===== src/rtl/fifo_pkg.sv =====
`default_nettype none
// ============================================================================
// Package  : fifo_pkg
// Brief    : Word-FIFO defaults and serializer FSM state encodings.
// Revision : 1.0
// ============================================================================
package fifo_pkg;

   localparam int c_fifo_data_width  = 23;
   localparam int c_fifo_count_width = 5;

   typedef enum logic [2:0] {
      ST_IDLE   = 3'd0,
      ST_LOAD   = 3'd1,
      ST_START  = 3'd2,
      ST_DATA   = 3'd3,
      ST_PARITY = 3'd4,
      ST_STOP   = 3'd5
   } ser_state_t;

endpackage
`default_nettype wire


===== src/rtl/baud_tick_gen.sv =====
`default_nettype none
// ============================================================================
// Module   : baud_tick_gen
// Brief    : Divide-by-BAUD_DIV counter with synchronous restart and tick.
// Revision : 1.0
// ============================================================================
module baud_tick_gen #(
   parameter int BAUD_DIV = 4
) (
   input  logic clock,
   input  logic reset,
   input  logic i_restart,
   output logic o_tick
);

   // A one-cycle divider still needs a 1-bit counter that simply stays at 0.
   localparam int                 c_cnt_w = (BAUD_DIV > 1) ? $clog2(BAUD_DIV) : 1;
   localparam logic [c_cnt_w-1:0] c_last  = c_cnt_w'(BAUD_DIV - 1);

   logic [c_cnt_w-1:0] r_count;

   always_ff @(posedge clock or negedge reset) begin
      if (!reset) begin
         r_count <= '0;
      end else if (i_restart || (r_count == c_last)) begin
         r_count <= '0;
      end else begin
         r_count <= r_count + 1'b1;
      end
   end

   assign o_tick = (r_count == c_last);

endmodule
`default_nettype wire


===== src/rtl/fifo_serializer.sv =====
`default_nettype none
// ============================================================================
// Module   : fifo_serializer
// Brief    : Pops words from a show-ahead FIFO and sends each as a framed
//            serial stream (start, data LSB first, even parity, stop).
// Revision : 1.0
// ============================================================================
module fifo_serializer
   import fifo_pkg::*;
#(
   parameter int DATA_WIDTH  = c_fifo_data_width,
   parameter int COUNT_WIDTH = c_fifo_count_width,
   parameter int BAUD_DIV    = 4,
   parameter int PARITY_EN   = 1,
   parameter int SENT_WIDTH  = 16
) (
   input  logic                   clock,
   input  logic                   reset,
   input  logic                   enable,
   input  logic [DATA_WIDTH-1:0]  head,
   input  logic [COUNT_WIDTH-1:0] fifo_count,
   output logic                   pull,
   output logic                   ser_out,
   output logic                   busy,
   output logic                   frame_done,
   output logic [SENT_WIDTH-1:0]  words_sent
);

   localparam int                 c_bit_w    = $clog2(DATA_WIDTH + 1);
   localparam logic [c_bit_w-1:0] c_last_bit = c_bit_w'(DATA_WIDTH - 1);

   ser_state_t            r_state;
   logic [DATA_WIDTH-1:0] r_shift;
   logic [c_bit_w-1:0]    r_bit_cnt;
   logic                  r_parity;
   logic                  w_tick;
   logic                  w_restart;
   logic                  w_word_ready;
   logic                  w_line;

   assign w_word_ready = enable && (fifo_count != '0);
   assign w_restart    = (r_state == ST_LOAD);

   baud_tick_gen #(
      .BAUD_DIV (BAUD_DIV)
   ) u_baud (
      .clock     (clock),
      .reset     (reset),
      .i_restart (w_restart),
      .o_tick    (w_tick)
   );

   // Line level for the current state; registered into ser_out one cycle later.
   always_comb begin
      w_line = 1'b1;
      case (r_state)
         ST_START:  w_line = 1'b0;
         ST_DATA:   w_line = r_shift[0];
         ST_PARITY: w_line = r_parity;
         default:   w_line = 1'b1;
      endcase
   end

   always_ff @(posedge clock or negedge reset) begin
      if (!reset) begin
         r_state    <= ST_IDLE;
         r_shift    <= '0;
         r_bit_cnt  <= '0;
         r_parity   <= 1'b0;
         pull       <= 1'b0;
         ser_out    <= 1'b1;
         busy       <= 1'b0;
         frame_done <= 1'b0;
         words_sent <= '0;
      end else begin
         pull       <= 1'b0;
         frame_done <= 1'b0;
         ser_out    <= w_line;
         // Leaving STOP still covers the delayed last stop cycle on the line.
         busy       <= (r_state != ST_IDLE) || w_word_ready;

         case (r_state)
            ST_IDLE: begin
               if (w_word_ready) begin
                  r_state <= ST_LOAD;
                  pull    <= 1'b1;
               end
            end
            ST_LOAD: begin
               r_shift  <= head;
               r_parity <= ^head;
               r_state  <= ST_START;
            end
            ST_START: begin
               if (w_tick) begin
                  r_bit_cnt <= '0;
                  r_state   <= ST_DATA;
               end
            end
            ST_DATA: begin
               if (w_tick) begin
                  r_shift <= r_shift >> 1;
                  if (r_bit_cnt == c_last_bit) begin
                     r_state <= (PARITY_EN != 0) ? ST_PARITY : ST_STOP;
                  end else begin
                     r_bit_cnt <= r_bit_cnt + 1'b1;
                  end
               end
            end
            ST_PARITY: begin
               if (w_tick) begin
                  r_state <= ST_STOP;
               end
            end
            ST_STOP: begin
               if (w_tick) begin
                  frame_done <= 1'b1;
                  words_sent <= words_sent + 1'b1;
                  if (w_word_ready) begin
                     r_state <= ST_LOAD;
                     pull    <= 1'b1;
                  end else begin
                     r_state <= ST_IDLE;
                  end
               end
            end
            default: begin
               r_state <= ST_IDLE;
            end
         endcase
      end
   end

endmodule
`default_nettype wire


===== config.mk =====
export PLATFORM = sky130hd
export DESIGN_NAME = fifo_serializer
export DESIGN_NICKNAME = d
export VERILOG_FILES = /design/src/rtl/fifo_pkg.sv /design/src/rtl/baud_tick_gen.sv /design/src/rtl/fifo_serializer.sv
export SDC_FILE = /design/constraint.sdc
export NUM_CORES = 1
export LEC_CHECK = 0
export CAP_MARGIN = 20
export CORE_UTILIZATION = 51
export DETAILED_ROUTE_END_ITERATION = 7
export PLACE_DENSITY = 0.88
export SLEW_MARGIN = 25
export SYNTH_ARGS = -nofsm -noshare
export SYNTH_HDL_FRONTEND = slang
export SYNTH_HIERARCHICAL = 1
export SYNTH_SLANG_ARGS = --single-unit

===== constraint.sdc =====
create_clock -name clock -period 1.96 [get_ports clock]
set_input_delay 0.588 -clock clock [delete_from_list [all_inputs] [get_ports clock]]
set_output_delay 0.588 -clock clock [all_outputs]
set_load 0.05 [all_outputs]

==> impl_metrics.yaml <==
clocking:
  clock_latency_ns: 0.31
  cts_buffers: 5
  cts_hold_buf: 0
  cts_sinks: 54
  postCtsSetupBuffers: 0
  path_clk_slew_ns: 0.09
  cts_resized: 0
  clock-root-buffer: "clkbuf_8"
  cts_tree: "built"
  cts_buffer_depth: 2
  h-tree-depth: 2
global_routing:
  gr-total-overflow: 0
  grt_pass1_vias: 1843
  grt_pass1_wl_microns: 8390
  gr-usage-all-layers_pct: 20.0
  use_met3_pct: 4.55
  busiest_layer: "met2"
  grt_util_met2_pct: 33.0
  antenna_found_initial: 0
  use_met1_pct: 25.9
  grt_max_degree: 46
timing:
  fmax_mhz: 525
  fin_ws_ns: 0.0564
  rsz0062_at_grt: "false"
  tightestPinTransition_ns: 0.400
  setup_violations: 0
  hold_viol: 0
  holdWs_ns: 0.190
  skew_ns: 0.00639
  period_needed_ns: 1.90
  slew_headroom_pct: 73.3
  post-route-period-util_pct: 97.1
  fin_setup_tns_ns: 0
  slew_viol_final: 0
final_layout:
  area_growth_pct: 26.7
  nets: 345
  drive_gt1_share_pct: 17.7
  final_core_util_pct: 67.2
  stdcell_count: 381
  final_cell_area_sq_um: 3450
  n_antenna_cell: 0
placed_design:
  dp_slack_ns: -0.281
  io_buffers: 50
  dpl_cell_area_sq_um: 3360
  dpl.cell_count: 373
  place_congestion: 0.754
  dp_hpwl_microns: 3720
worst_setup_path:
  cpPeakStageDelay_ns: 0.51
  cp-start-kind: "input port"
  critPathBufInv: 1
  path_class: "in -> reg"
  slowest_stage: "clkdlybuf4s50_1"
  cp_cell_sequence: "clkdlybuf4s50_1 > xor2_1 > xnor2_1 > xnor2_1 > xnor3_1 > mux2i_1"
  cp_max_fo: 2
  crit_top_cell: "xnor2_1"
  required_ns: 2.20
  endpoint_kind: "flip-flop"
  cp_top_family: "XOR/XNOR gates"
  arrival_ns: 2.14
floorplan:
  die_w_microns: 75.1
  initial_core_util_pct: 53.0
  die_height_microns: 75.1
  coreArea_sq_um: 5140
  row_count: 26
  design.die.area_sq_um: 5640
  ios: 51
pwr:
  power_per_cell_area_nw_per_um2: 595
  peakVddDrop_v: 0.000329
  leakage_nw: 1.51
  finalPower_mw: 2.05
synth:
  synth_nets: 286
  ys_async_sr_fraction_pct: 100
  synth_cell_types: 41
  syn_avg_cell_area_sq_um: 10.9
  synth_area_sq_um: 2730
  ys_top_cells_by_count: "dfrtp_1, nand2_1, xnor2_1"
  ys.flop_type: "dfrtp_1"
  synth-edff-count: 0
  yosysMostFrequentCell: "dfrtp_1"
  synth_area_leader_cell: "dfrtp_1"
  syn_inst: 251
  synth_top_area_share_pct: 48.6
  ys_warn_count: 6
  synthTopCellsByArea: "dfrtp_1, xnor2_1, mux2i_1, nand2_1, o21ai_0"
  ys_seq_area_share_pct: 49.6
  synth-seq-cells: 54
min_path:
  hp-class: "in -> async"
outcome:
  status: "finished clean"
route:
  drt-total-wl_microns: 5080
  drtIter0Drc: 107
  avgViaCountPerCell: 5.23
  num_vias: 1993
  postRouteAntennaNets: 0
  drt_pass1_iterations: 4
  drc: 0
  avgRoutedWirePerCell_microns: 13.3
job:
  maxCapViolCount: 0
[report_power, final]
group | internal (mW) | switching (mW) | total [mW]
clock network | 0.286 | 0.354 | 0.640
logic | 0.160 | 0.105 | 0.265
registers | 1.14 | 0.0109 | 1.15
total | 1.58 | 0.470 | 2.05
[worst reg2reg max path: cells and delay by family, from the launching register on]
family,cells,cell delay [ns]
adders and majority gates,1,0.17
DFF,1,0.38
xor gates and xnor gates,1,0.14
and+or+nand+nor,4,0.92
[final cells by class]
class                           instances  area [sq um]
Clock buffer                            7          86.3
Clock inverter                          1          5.00
Fill cell                             413          1690
Inverter                                3          11.3
Multi-Input combinational cell        181          1280
Sequential cell                        54          1350
Tap cell                               70          87.6
Timing Repair Buffer                   65           633
[placed cells by master, fill, tap and decap left out, types with 2 or more instances in the layout]
cell,instances
mux2i_1,23
ha_1,4
nor2_1,9
nor3_2,2
o31ai_1,3
and4b_1,2
nand4_1,4
nand2_1,37
and3_1,4
clkdlybuf4s50_1,29
a21oi_1,2
o21ai_1,14
xnor2_1,27
clkbuf_8,6
nand3_1,5
nor3b_2,2
buf_4,29
buf_12,6
o21ai_0,15
dfrtp_1,53
xor2_1,8
nor2b_1,2
o21bai_1,2
inv_1,3
[path summary, 6_finish.rpt]
path	startpoint	to	slack [ns]	cells after the start
setup / recovery	head[3]	r_parity	0.06	6
hold / removal	reset	busy	0.19	1
setup reg to reg	u_baud/r_count[0]	words_sent[12]	0.25	6
hold reg to reg	u_baud/r_count[0]	u_baud/r_count[0]	0.45	1
max in group asynchronous	reset	ser_out	1.18	2
min in group clock	u_baud/r_count[0]	u_baud/r_count[0]	0.45	1
[layer usage]
layer | wire [microns] | part of all wire [%]
met1 | 2350 | 46
met2 | 2430 | 48
met3 | 215 | 4.2
met4 | 76 | 1.5
met5 | 0 | 0
[logic make-up after synthesis]
logic type / share of synthesized area (%)
AO/OA/AOI/OAI: 9.00
multiplexers: 8.86
buffers and inverters: 3.53
XOR/XNOR: 12.1
flip-flops: 49.6
AND/OR/NAND/NOR: 15.1
adder cells (fa/ha/maj): 1.84
[flip-flops by register name, summed over array words and instances, names as in the netlist]
signal and flops:
r_shift 23, words_sent 16, busy 1, pull 1, r_bit_cnt 5, ser_out 1, r_parity 1, frame_done 1
u_baud/r_count 2, r_state 3
(Power assumes the default switching activity.)
